==> config.mk <==
export PLATFORM = sky130hd
export DESIGN_NAME = tcd1290d_timing_gen
export DESIGN_NICKNAME = d
export VERILOG_FILES = /design/src/rtl/ccd_timing_pkg.sv /design/src/rtl/ccd_pix_div.sv /design/src/rtl/tcd1290d_timing_gen.sv
export SDC_FILE = /design/constraint.sdc
export NUM_CORES = 1
export LEC_CHECK = 0
export CAP_MARGIN = 20
export CELL_PAD_IN_SITES_DETAIL_PLACEMENT = 1
export CELL_PAD_IN_SITES_GLOBAL_PLACEMENT = 1
export CORE_MARGIN = 2
export CORE_UTILIZATION = 42
export CTS_CLUSTER_DIAMETER = 100
export DETAILED_ROUTE_END_ITERATION = 12
export PLACE_DENSITY = 0.81
export SETUP_SLACK_MARGIN = 0.2
export SLEW_MARGIN = 20
export SYNTH_ARGS = -nofsm -noshare
export SYNTH_HDL_FRONTEND = slang
export SYNTH_HIERARCHICAL = 1
export SYNTH_SLANG_ARGS = --single-unit
==> constraint.sdc <==
create_clock -name sys_clk -period 2.49 [get_ports sys_clk]
set_clock_uncertainty 0.2 [all_clocks]
set_input_delay 0.249 -clock sys_clk [delete_from_list [all_inputs] [get_ports sys_clk]]
set_output_delay 0.249 -clock sys_clk [all_outputs]
set_load 0.05 [all_outputs]
==> src/rtl/ccd_timing_pkg.sv <==
// Shared TCD1290D timing definitions: state encoding and default timing
// parameters, also used by the AFE driver.
package ccd_timing_pkg;

  localparam int DEF_HALF_DIV = 10;
  localparam int DEF_SAMP_NUM = 2088;
  localparam int DEF_RS_WIDTH = 2;
  localparam int DEF_SH_WIDTH = 100;
  localparam int DEF_SH_GUARD = 50;

  localparam int PIX_CNT_W = 12;
  localparam int SH_TMR_W  = 16;

  typedef enum logic [2:0] {
    ST_IDLE     = 3'd0,
    ST_SH_PRE   = 3'd1,
    ST_SH_PULSE = 3'd2,
    ST_SH_POST  = 3'd3,
    ST_READOUT  = 3'd4
  } ccd_state_e;

  function automatic logic is_sh_state(input ccd_state_e st);
    return (st == ST_SH_PRE) || (st == ST_SH_PULSE) || (st == ST_SH_POST);
  endfunction

endpackage

==> src/rtl/ccd_pix_div.sv <==
// Pixel-clock divider: free-running div_cnt with registered pclk/rs_plus
// decode; hold_high parks pclk high and freezes the count.
module ccd_pix_div
  import ccd_timing_pkg::*;
#(
  parameter int HALF_DIV = DEF_HALF_DIV,
  parameter int RS_WIDTH = DEF_RS_WIDTH
) (
  input  logic sys_clk,
  input  logic sys_rst_n,
  input  logic hold_high,
  input  logic restart,
  output logic pclk,
  output logic rs_plus,
  output logic wrap
);

  localparam int DIV_W = $clog2(2 * HALF_DIV);
  localparam logic [DIV_W-1:0] DIV_LAST = DIV_W'(2 * HALF_DIV - 1);
  localparam logic [DIV_W-1:0] DIV_HALF = DIV_W'(HALF_DIV);
  localparam logic [DIV_W-1:0] DIV_RS   = DIV_W'(RS_WIDTH);
  localparam logic [DIV_W-1:0] DIV_ONE  = DIV_W'(1);

  logic [DIV_W-1:0] div_cnt_r;
  logic [DIV_W-1:0] div_next_s;
  logic             pclk_r;
  logic             rs_plus_r;

  assign wrap    = (div_cnt_r == DIV_LAST);
  assign pclk    = pclk_r;
  assign rs_plus = rs_plus_r;

  // Next divider count
  always_comb begin
    div_next_s = div_cnt_r;
    if (restart) begin
      div_next_s = '0;
    end else if (hold_high) begin
      div_next_s = div_cnt_r;
    end else if (wrap) begin
      div_next_s = '0;
    end else begin
      div_next_s = div_cnt_r + DIV_ONE;
    end
  end

  // Counter and registered phase decode (outputs trail div_cnt by one cycle)
  always_ff @(posedge sys_clk or negedge sys_rst_n) begin
    if (!sys_rst_n) begin
      div_cnt_r <= '0;
      pclk_r    <= 1'b0;
      rs_plus_r <= 1'b0;
    end else begin
      div_cnt_r <= div_next_s;
      pclk_r    <= hold_high | (div_cnt_r < DIV_HALF);
      rs_plus_r <= ~hold_high & (div_cnt_r < DIV_RS);
    end
  end

endmodule

==> src/rtl/tcd1290d_timing_gen.sv <==
// TCD1290D linear CCD timing generator: shift-gate sequence followed by a
// SAMP_NUM-pixel readout window, one frame per accepted frame_start.
module tcd1290d_timing_gen
  import ccd_timing_pkg::*;
#(
  parameter int HALF_DIV = DEF_HALF_DIV,
  parameter int SAMP_NUM = DEF_SAMP_NUM,
  parameter int RS_WIDTH = DEF_RS_WIDTH,
  parameter int SH_WIDTH = DEF_SH_WIDTH,
  parameter int SH_GUARD = DEF_SH_GUARD
) (
  input  logic sys_clk,
  input  logic sys_rst_n,
  input  logic frame_start,
  output logic pclk,
  output logic phi2,
  output logic rs_plus,
  output logic sh,
  output logic os_tvalid,
  output logic busy,
  output logic frame_done,
  output logic overrun
);

  localparam logic [PIX_CNT_W-1:0] PIX_LAST   = PIX_CNT_W'(SAMP_NUM - 1);
  localparam logic [PIX_CNT_W-1:0] PIX_ONE    = PIX_CNT_W'(1);
  localparam logic [SH_TMR_W-1:0]  GUARD_LAST = SH_TMR_W'(SH_GUARD - 1);
  localparam logic [SH_TMR_W-1:0]  PULSE_LAST = SH_TMR_W'(SH_WIDTH - 1);
  localparam logic [SH_TMR_W-1:0]  TMR_ONE    = SH_TMR_W'(1);

  ccd_state_e           state_r;
  ccd_state_e           state_next_s;
  logic                 pending_r;
  logic                 pending_next_s;
  logic [PIX_CNT_W-1:0] pix_cnt_r;
  logic [PIX_CNT_W-1:0] pix_next_s;
  logic [SH_TMR_W-1:0]  sh_tmr_r;
  logic [SH_TMR_W-1:0]  sh_tmr_next_s;
  logic                 hold_s;
  logic                 restart_s;
  logic                 wrap_s;
  logic                 pclk_s;
  logic                 rs_plus_s;
  logic                 sh_r;
  logic                 os_tvalid_r;
  logic                 busy_r;
  logic                 frame_done_r;
  logic                 overrun_r;

  assign hold_s = is_sh_state(state_r);

  ccd_pix_div #(
    .HALF_DIV (HALF_DIV),
    .RS_WIDTH (RS_WIDTH)
  ) u_pix_div (
    .sys_clk   (sys_clk),
    .sys_rst_n (sys_rst_n),
    .hold_high (hold_s),
    .restart   (restart_s),
    .pclk      (pclk_s),
    .rs_plus   (rs_plus_s),
    .wrap      (wrap_s)
  );

  // Frame sequencing: next state, shift-gate timer, pixel counter, pending request
  always_comb begin
    state_next_s   = state_r;
    pending_next_s = pending_r;
    pix_next_s     = pix_cnt_r;
    sh_tmr_next_s  = sh_tmr_r;
    restart_s      = 1'b0;
    case (state_r)
      ST_IDLE: begin
        pix_next_s    = '0;
        sh_tmr_next_s = '0;
        if (pending_r && wrap_s) begin
          state_next_s   = ST_SH_PRE;
          pending_next_s = 1'b0;
        end else if (frame_start && !busy_r) begin
          pending_next_s = 1'b1;
        end else begin
          pending_next_s = pending_r;
        end
      end
      ST_SH_PRE: begin
        if (sh_tmr_r == GUARD_LAST) begin
          state_next_s  = ST_SH_PULSE;
          sh_tmr_next_s = '0;
        end else begin
          sh_tmr_next_s = sh_tmr_r + TMR_ONE;
        end
      end
      ST_SH_PULSE: begin
        if (sh_tmr_r == PULSE_LAST) begin
          state_next_s  = ST_SH_POST;
          sh_tmr_next_s = '0;
        end else begin
          sh_tmr_next_s = sh_tmr_r + TMR_ONE;
        end
      end
      ST_SH_POST: begin
        if (sh_tmr_r == GUARD_LAST) begin
          state_next_s  = ST_READOUT;
          sh_tmr_next_s = '0;
          restart_s     = 1'b1;
        end else begin
          sh_tmr_next_s = sh_tmr_r + TMR_ONE;
        end
      end
      ST_READOUT: begin
        if (wrap_s && (pix_cnt_r == PIX_LAST)) begin
          state_next_s = ST_IDLE;
          pix_next_s   = '0;
        end else if (wrap_s) begin
          pix_next_s = pix_cnt_r + PIX_ONE;
        end else begin
          pix_next_s = pix_cnt_r;
        end
      end
      default: begin
        state_next_s   = ST_IDLE;
        pending_next_s = 1'b0;
        pix_next_s     = '0;
        sh_tmr_next_s  = '0;
      end
    endcase
  end

  // Sequencer state registers
  always_ff @(posedge sys_clk or negedge sys_rst_n) begin
    if (!sys_rst_n) begin
      state_r   <= ST_IDLE;
      pending_r <= 1'b0;
      pix_cnt_r <= '0;
      sh_tmr_r  <= '0;
    end else begin
      state_r   <= state_next_s;
      pending_r <= pending_next_s;
      pix_cnt_r <= pix_next_s;
      sh_tmr_r  <= sh_tmr_next_s;
    end
  end

  // Status outputs, registered in step with the divider's pclk decode
  always_ff @(posedge sys_clk or negedge sys_rst_n) begin
    if (!sys_rst_n) begin
      sh_r         <= 1'b0;
      os_tvalid_r  <= 1'b0;
      busy_r       <= 1'b0;
      frame_done_r <= 1'b0;
      overrun_r    <= 1'b0;
    end else begin
      sh_r         <= (state_r == ST_SH_PULSE);
      os_tvalid_r  <= (state_r == ST_READOUT);
      busy_r       <= (state_r != ST_IDLE);
      frame_done_r <= os_tvalid_r & (state_r != ST_READOUT);
      overrun_r    <= frame_start & ((state_r != ST_IDLE) | pending_r | busy_r);
    end
  end

  assign pclk       = pclk_s;
  assign phi2       = ~pclk_s;
  assign rs_plus    = rs_plus_s;
  assign sh         = sh_r;
  assign os_tvalid  = os_tvalid_r;
  assign busy       = busy_r;
  assign frame_done = frame_done_r;
  assign overrun    = overrun_r;

endmodule

======== After elaboration in Yosys (flattened, before gate mapping) ========
Index checks and enable logic that the tools add are counted.
word-level totals
  flip-flop bits (word level) ............. 44
  bits in latches ......................... 0
  memory bits (writable) .................. 0
  ROM bits ................................ 0
  bits of input ports ..................... 3
  logic and storage cells ................. 78
  memories ................................ 0
cells by class
  add/subtract/negate cells ............... 3
  multipliers ............................. 0
  divide/modulo/power cells ............... 0
  magnitude comparators ................... 2
  equality and inequality tests ........... 17
  shift operators ......................... 0
  muxes and demuxes ....................... 20
  bitwise operators ....................... 10
  reduce and logical (&&, ||, !) cells .... 14
operators by type and width
  cell                                                                     number
  16-bit one-hot mux with 3 select lines                                   1
  16-bit two-way mux                                                       2
  12-bit two-way mux                                                       2
  12-bit one-hot mux with 2 select lines                                   1
  16-bit by 1-bit adder with 16-bit output, second input constant          1
  16-bit by 6-bit equality test with 1-bit output, second input constant   1
  16-bit by 7-bit equality test with 1-bit output, second input constant   1
  3-bit two-way mux                                                        5
  5-bit two-way mux                                                        3
  3-bit one-hot mux with 5 select lines                                    1
  12-bit by 1-bit adder with 12-bit output, second input constant          1
  12-bit equality test, second input constant                              1
  3-bit inequality test, second input constant                             3
  3-bit by 2-bit equality test with 1-bit output, second input constant    2
  2-bit by 1-bit inequality test with 1-bit output, second input constant  3
  2-bit inequality test, second input constant                             3
  5-bit by 1-bit adder with 5-bit output, second input constant            1
  5-bit equality test, second input constant                               1
  5-bit by 2-bit < comparator with 1-bit output, second input constant     1
  5-bit by 4-bit < comparator with 1-bit output, second input constant     1
  5-bit AND reduction                                                      1
  1-bit two-way mux                                                        4
  1-bit inverter                                                           4
  2-bit AND reduction                                                      2
  other kinds (13)                                                         20

======== Logic depth before layout (Yosys ltp) ========
Gate-level depths: netlist of run 1.
  depth in word-level cells ............... 5
  gate-level depth with buffers ........... 9
  depth with buffers taken out ............ 7

======== Hierarchy ========
The synthesis of run 1 kept the hierarchy.
by module, submodules not included
  module               instances  cells each  area an instance (um^2)  seq. area each (um^2)
  tcd1290d_timing_gen  1          221         2033.2                   925.9
  ccd_pix_div          1          32          351.6                    175.2

======== Worst setup path before layout of run 1 ========
Ideal clock, no wire load.
  path kind ............................... register -> register
  start point ............................. register sh_tmr_r[8]
  end point ............................... register sh_tmr_r[2]
  setup time .............................. 0.118 ns
  arrival ................................. 2.149 ns
  path slack .............................. 0.023 ns
  stages on the path, launching flop included .. 8
  path buffers ............................ 2
  period minus slack after synthesis ...... 2.467 ns
  cells stage by stage .................... dfrtp_1 or4_4 or4_4 buf_6 a2bb2oi_4 buf_6 o21ai_2 a21o_1
between the ends
  word-level cells in the longest chain between the ends .. 3
  elaborated cells between the ends (all ways) .. 5
  those cells by class .................... eq/ne: 2; mux: 3
ends and longest elaborated chain
  what                                                                                                                       line                                                                              text
  start, declared                                                                                                            tcd1290d_timing_gen.sv:37                                                         logic [SH_TMR_W-1:0] sh_tmr_r;
  start signal, assigned                                                                                                     tcd1290d_timing_gen.sv:140                                                        sh_tmr_r <= sh_tmr_next_s;
  16-bit by 6-bit equality test with 1-bit output / 16-bit by 7-bit equality test with 1-bit output (equally long branches)  tcd1290d_timing_gen.sv:86, tcd1290d_timing_gen.sv:102, tcd1290d_timing_gen.sv:94
  16-bit two-way mux, on equally long branches                                                                               tcd1290d_timing_gen.sv:86, tcd1290d_timing_gen.sv:102, tcd1290d_timing_gen.sv:94
  16-bit one-hot mux with 3 select lines *                                                                                   tcd1290d_timing_gen.sv:72                                                         case (state_r)
Every way passes the cells marked *; elsewhere a longest branch is shown, timed or not.
A chain may end at the register's enable or synchronous reset.

======== Worst setup path in the final report of run 1 ========
  start point ............................. register sh_tmr_r[11]
  end point ............................... register sh_tmr_r[2]
The elaborated chain is that of the path after synthesis.

==> results of run 1 <==
-- report_power, final --
group | internal, W | total (W) | switching (W)
registers | 0.000715 | 0.000715 | 0.000000166
logic | 0.00000609 | 0.0000243 | 0.0000182
clock network | 0.000502 | 0.000758 | 0.000256
total | 0.00122 | 0.00150 | 0.000274
-- critical path: cells and delay by family (launching register included) --
family	cells	cell delay, ps
and+or+nand+nor	3	1220
AOI/OAI and AO/OA	2	340
DFF	1	390
buffers and inverters	1	160
-- layout make-up --
type / instances / share of cell area
Clock buffer: 5 / 0.0226
Timing Repair Buffer: 47 / 0.130
Multi-Input combinational cell: 188 / 0.410
Tap cell: 72 / 0.0296
Sequential cell: 44 / 0.362
Clock inverter: 3 / 0.0296
Inverter: 13 / 0.0161
-- per-layer routing --
| layer | vias up | wire [um] |
|---|---|---|
| li1 | 997 | - |
| met2 | 42 | 3350 |
| met5 | - | 0 |
| met4 | 0 | 100 |
| met3 | 10 | 180 |
| met1 | 1046 | 3020 |
-- kinds of logic (layout without fill, tap and decap cells) --
group / Yosys count / after routing
compound gates: 66 / 66
mux: 1 / 1
xor+xnor: 7 / 7
buf+inv: 21 / 68
flops: 44 / 44
fa+ha+maj: 4 / 4
simple gates: 110 / 110
-- per-stage QoR --
stage               hold slack [ps]  setup slack [ps]
detailed placement             17.1              39.0
finish                          205              71.8
global route                    242              19.2
CTS                             209               113
floorplan                      -247              34.4
global placement               12.4               112
-- path summary, 6_finish.rpt --
| path | from | end | slack (ps) | cells past startpoint |
|---|---|---|---|---|
| worst max-delay path | sh_tmr_r[11]$_DFFE_PN0N_ | sh_tmr_r[2]$_DFFE_PN0N_ | 70 | 6 |
| worst min-delay path | sys_rst_n | u_pix_div/rs_plus$_DFF_PN0_ | 200 | 2 |
| worst max register to register | sh_tmr_r[11]$_DFFE_PN0N_ | sh_tmr_r[2]$_DFFE_PN0N_ | 70 | 6 |
| worst min register to register | state_r[2]$_DFFE_PN0P_ | state_r[1]$_DFFE_PN0P_ | 280 | 1 |
| max in group asynchronous | sys_rst_n | sh_tmr_r[11]$_DFFE_PN0N_ | 1170 | 3 |
| min in group sys_clk | state_r[2]$_DFFE_PN0P_ | state_r[1]$_DFFE_PN0P_ | 280 | 1 |
-- registers in the layout (all words and copies together) (netlist names) --
register             count
u_pix_div/div_cnt_r      5
u_pix_div/pclk           1
overrun                  1
busy                     1
pending_r                1
pix_cnt_r               12
u_pix_div/rs_plus        1
frame_done               1
os_tvalid                1
sh                       1
state_r                  3
sh_tmr_r                16
-- repair_timing --
item,CTS,global route
pin swaps,7,7
gates resized for setup,11,19
hold buffers,1,0
setup endpoints to repair,17,33
hold endpoints to repair,18,0
buffers inserted,7,6
-- synth_stat cells (2+ instances only) --
cell type,number,share of area
nand3_1,13,0.027
a31oi_1,3,0.0079
dfrtp_1,44,0.46
nor2_1,19,0.030
and2_1,3,0.0079
a21oi_1,15,0.031
xor2_1,3,0.011
or2_2,2,0.0052
nor2b_1,2,0.0052
buf_6,4,0.019
and3_1,2,0.0052
xnor2_1,4,0.015
or3_1,5,0.013
and2b_1,2,0.0063
or3_2,5,0.016
nand4_1,2,0.0052
nor3_1,3,0.0063
nand4b_1,4,0.015
clkbuf_1,3,0.0047
inv_1,13,0.020
o31ai_1,7,0.022
or4_4,3,0.014
o21ai_0,28,0.059
o22ai_1,2,0.0052
nand2_1,29,0.046
ha_1,4,0.021
==> results.py, run 1 <==
metrics = {
    "detailed_routing": {
        "wl_per_cell_um": 17.9,
        "drt_iter0_markers": 117,
        "vias": 2095,
        "ant_nets": 0,
        "post-route-drc-count": 0,
        "wirelength_um": 6650,
        "dr.pass1.iters": 4,
        "viasPerCell": 5.63,
    },
    "critical_path": {
        "worstSetupPathType": "register to register",
        "required_ps": 2480,
        "startpoint_type": "register",
        "cpMostUsedCell": "or4_4",
        "crit_path_end_kind": "register",
        "worstPathArrival_ps": 2400,
        "path_cells": "or4_4 > or4_4 > a2bb2oi_4 > buf_6 > nor3b_1 > a21o_1",
        "path_max_fanout": 10,
        "cp_slowest_stage_delay_ps": 600,
        "cp_slowest_cell": "or4_4",
    },
    "grt": {
        "use_met3": 0.0318,
        "overflow": 0,
        "grt_use_met1": 0.284,
        "track_usage": 0.222,
        "grt_pass1_wl_um": 10800,
        "grt_busiest_layer": "met2",
        "antenna_found_initial": 0,
        "grt_use_met2": 0.379,
        "grt_start_max_net_pins": 27,
        "grt_pass1_vias": 2169,
    },
    "timing": {
        "timing.setup.tns_ps": 0,
        "grt_setup_unrepaired": "true",
        "worst_pin_slew_ps": 620,
        "setup_viol": 0,
        "fmax_mhz": 414,
        "fin_crit_sh": 0.971,
        "fin_crit_ps": 2420,
        "slew_headroom": 0.584,
        "maxSlewViolCount": 0,
        "timing_hold_violations_final": 0,
    },
    "flow_run": {
        "drv_cap": 0,
    },
    "floorplanning": {
        "io_pins": 11,
        "initial_core_util": 0.433,
        "core-area_sq_mm": 0.00551,
        "die_y_um": 79.4,
        "die_area_sq_mm": 0.00630,
        "die_x_um": 79.4,
        "num_rows": 27,
    },
    "placement": {
        "dp_hpwl_um": 3950,
        "port_buffers": 10,
        "place_inst": 350,
        "detailed_place.area_sq_mm": 0.00268,
        "place_congestion": 0.758,
    },
    "status": {
        "status": "completed",
    },
    "layout": {
        "stdcell_area_sq_mm": 0.00304,
        "nets": 306,
        "final_common_cell": "dfrtp_1",
        "fillers": 624,
        "area_growth_pct": 27.4,
        "finalNonFillerCells": 372,
        "ff_latch_area_sq_mm": 0.00110,
        "final_cell_mix": "dfrtp_1, buf_4, nand2_1",
        "drive_gt1_frac": 0.257,
        "final_util": 0.552,
        "diodes": 0,
        "multi_input_area_sq_mm": 0.00125,
    },
    "power_and_ir_drop": {
        "finalPower_w": 0.00150,
        "p_per_area_mw_per_mm2": 493,
        "ir_drop_v": 0.000249,
        "p_leak_nw": 1.30,
    },
    "clocking": {
        "cts.clk_slew.worst_paths_ps": 90,
        "cts-root-buf": "clkbuf_8",
        "clockBufferDepth": 2,
        "cts_tree": "built",
        "cts_made_buffers": 5,
        "h-tree-depth": 2,
        "insertion_delay_ps": 300,
        "clock-sinks": 44,
    },
    "synthesis": {
        "yosys-mux-area-fraction": 0.00420,
        "synth_top_family_by_area": "simple AND/OR/NAND/NOR gates",
        "synth-compound-area-share": 0.173,
        "async_flop_share": 1.00,
        "synth_fp_nets": 260,
        "yosys.area_share.adder": 0.0210,
        "ys_seq_area_frac": 0.462,
        "yosysWarnings": 6,
        "syn_area_per_cell_sq_um": 9.43,
        "synth_top_flop_cell": "dfrtp_1",
        "syn-cell-area_sq_mm": 0.00238,
        "postSynthCellCount": 253,
        "synth.distinct_cells": 55,
        "synthSimpleGateAreaFrac": 0.269,
        "synth_seq_cells": 44,
        "synth_edf_count": 0,
        "synthXorXnorAreaFrac": 0.0257,
    },
    "hold_path": {
        "min_path_type": "input port to asynchronous set/reset pin",
    },
}
No activity file was read; power rests on OpenSTA's default activity.
==> inputs of run 2 (changes only) <==
--- a/config.mk
+++ b/config.mk
@@ -10,6 +10,7 @@
 export CELL_PAD_IN_SITES_GLOBAL_PLACEMENT = 1
 export CORE_MARGIN = 2
 export CORE_UTILIZATION = 42
+export CTS_BUF_LIST = sky130_fd_sc_hd__clkbuf_16
 export CTS_CLUSTER_DIAMETER = 100
 export DETAILED_ROUTE_END_ITERATION = 12
 export PLACE_DENSITY = 0.81
==> results.py, run 2 (synthesis results as in run 1) <==
metrics = {
    "layout": {
        "final_common_cell": "dfrtp_1",
        "diodes": 0,
        "fillers": 609,
        "drive_gt1_frac": 0.269,
        "nets": 303,
        "finalNonFillerCells": 369,
        "final_cell_mix": "dfrtp_1, nand2_1, buf_4",
        "largest_reg_flops": 16,
        "area_growth_pct": 31.1,
        "final_util": 0.568,
        "top_register": "sh_tmr_r",
        "largestRegisters": "sh_tmr_r x16, pix_cnt_r x12, u_pix_div/div_cnt_r x5",
    },
    "floorplanning": {
        "die_y_um": 79.4,
        "core-area_sq_mm": 0.00551,
        "die_area_sq_mm": 0.00630,
        "num_rows": 27,
        "die_x_um": 79.4,
        "initial_core_util": 0.433,
        "io_pins": 11,
    },
    "critical_path": {
        "path_max_fanout": 5,
        "worstSetupPathType": "register to register",
        "required_ps": 2460,
        "cpMostUsedCell": "or4_4",
        "cp_slowest_stage_delay_ps": 600,
        "path_buf_inv": 1,
        "reg2reg_slack_ps": 10,
        "path_cells": "or4_4 > or4_4 > a2bb2oi_4 > buf_6 > nor3b_1 > a21o_1",
        "r2r-start": "sh_tmr_r[12]$_DFFE_PN0N_",
        "crit_path_end_kind": "register",
        "worstPathArrival_ps": 2450,
        "startpoint_type": "register",
        "reg2reg_depth": 6,
        "cp_top_family": "simple AND/OR/NAND/NOR gates",
        "worstReg2RegEnd": "sh_tmr_r[2]$_DFFE_PN0N_",
        "cp_slowest_cell": "or4_4",
    },
    "placement": {
        "place_inst": 350,
        "dp_hpwl_um": 3950,
        "port_buffers": 10,
        "place_congestion": 0.758,
    },
    "detailed_routing": {
        "viasPerCell": 5.88,
        "highest_layer": "met4",
        "vias": 2168,
        "wirelength_um": 7470,
        "route.met3.wl_um": 206,
        "dr.pass1.iters": 4,
        "m1WireLength_um": 3300,
        "post-route-drc-count": 0,
        "drt_iter0_markers": 156,
        "wl_per_cell_um": 20.2,
        "met2_length_um": 3720,
        "ant_nets": 0,
    },
    "power_and_ir_drop": {
        "p_per_area_mw_per_mm2": 547,
        "intPower_w": 0.00140,
        "clockPowerShare": 0.567,
        "p_comb_frac": 0.014,
        "finalPower_w": 0.00171,
        "ir_drop_v": 0.000536,
        "p_sw_w": 0.000313,
        "seqPwrFrac": 0.418,
        "p_sw_frac": 0.183,
        "p_leak_nw": 1.33,
    },
    "clocking": {
        "cts.clk_slew.worst_paths_ps": 70,
        "clockBufferDepth": 2,
        "cts_made_buffers": 5,
        "cts_tree": "built",
        "h-tree-depth": 2,
        "insertion_delay_ps": 300,
        "clock-sinks": 44,
        "cts-root-buf": "clkbuf_16",
    },
    "timing": {
        "fin_crit_sh": 0.996,
        "maxSlewViolCount": 0,
        "fin_crit_ps": 2480,
        "worst_pin_slew_ps": 599,
        "slew_headroom": 0.597,
        "timing_hold_violations_final": 0,
        "fmax_mhz": 403,
        "setup_viol": 0,
        "grt_setup_unrepaired": "true",
    },
    "flow_run": {
        "drv_cap": 0,
    },
    "grt": {
        "grt_start_max_net_pins": 27,
        "antenna_found_initial": 0,
        "overflow": 0,
        "grt_pass1_vias": 2199,
        "grt_pass1_wl_um": 10900,
        "track_usage": 0.227,
    },
    "hold_path": {
        "min_path_type": "input port to asynchronous set/reset pin",
    },
    "status": {
        "status": "completed",
    },
}
-- run 2: changes by cell type in the layout (fill, tap and decap cells not counted), sizes merged --
cell  before  now
buf       37   34
-- run 2: through the flow --
stage | hold WS, ps | worst slack [ps] | cell area, sq um | setup TNS [ps]
after floorplan | -247 | 34.4 | 2380 | 0
after detailed placement | 17.1 | 39.0 | 2680 | 0
after CTS | 245 | 93.7 | 2970 | 0
after global placement | 12.4 | 112 | 2680 | 0
final | 224 | 10.4 | 3130 | 0
after global routing | 271 | -39.4 | 3130 | -111
-- run 2: how the worst max path moves through the flow --
| stage | from | endpoint | slack (ps) | cells after the start |
|---|---|---|---|---|
| 2_1_floorplan | sh_tmr_r[13]$_DFFE_PN0N_ | sh_tmr_r[2]$_DFFE_PN0N_ | 30 | 7 |
| 3_3_place_gp | sh_tmr_r[14]$_DFFE_PN0N_ | sh_tmr_r[14]$_DFFE_PN0N_ | 110 | 5 |
| 3_5_place_dp | sh_tmr_r[14]$_DFFE_PN0N_ | sh_tmr_r[14]$_DFFE_PN0N_ | 40 | 5 |
| 4_1_cts | sh_tmr_r[10]$_DFFE_PN0N_ | sh_tmr_r[2]$_DFFE_PN0N_ | 90 | 6 |
| 5_1_grt | sh_tmr_r[15]$_DFFE_PN0N_ | sh_tmr_r[2]$_DFFE_PN0N_ | -40 | 6 |
| 6_report | sh_tmr_r[12]$_DFFE_PN0N_ | sh_tmr_r[2]$_DFFE_PN0N_ | 10 | 6 |
-- run 2: layout make-up --
class,count,area (sq um),area share
Timing Repair Buffer,44,383,0.122
Sequential cell,44,1100,0.352
Clock inverter,3,90.1,0.0288
Tap cell,72,90.1,0.0288
Multi-Input combinational cell,188,1290,0.412
Inverter,13,48.8,0.0156
Clock buffer,5,125,0.0400
-- run 2: what timing repair did --
| action | CTS | global route |
|---|---|---|
| endpoints found under the setup margin | 15 | 33 |
| hold buffers | 1 | 0 |
| gates resized for setup | 12 | 38 |
| endpoints found under the hold margin | 18 | 0 |
| gates cloned | 1 | 0 |
| pin swaps | 7 | 11 |
| setup buffers | 3 | 6 |
-- run 2: power groups by stage --
stage	clock network (W)	registers [W]	logic, W
2_1_floorplan	0	0.000732	0.000000915
3_3_place_gp	0	0.000729	0.0000242
3_5_place_dp	0	0.000729	0.0000244
4_1_cts	0.000971	0.000715	0.0000257
5_1_grt	0.00101	0.000715	0.0000279
6_report	0.000971	0.000716	0.0000247
-- run 2: routing by layer --
| layer | GRT usage | vias up |
|---|---|---|
| met5 | 0 | - |
| met4 | 0.0828 | 0 |
| met3 | 0.0386 | 20 |
| met2 | 0.397 | 45 |
| met1 | 0.281 | 1114 |
| li1 | - | 989 |
-- run 2: worst register-to-register path, delay by kind of cell (launching register included) --
family | cells | cell delay, ps
simple gates | 3 | 1220
compound gates | 2 | 400
flops | 1 | 390
buf+inv | 1 | 150
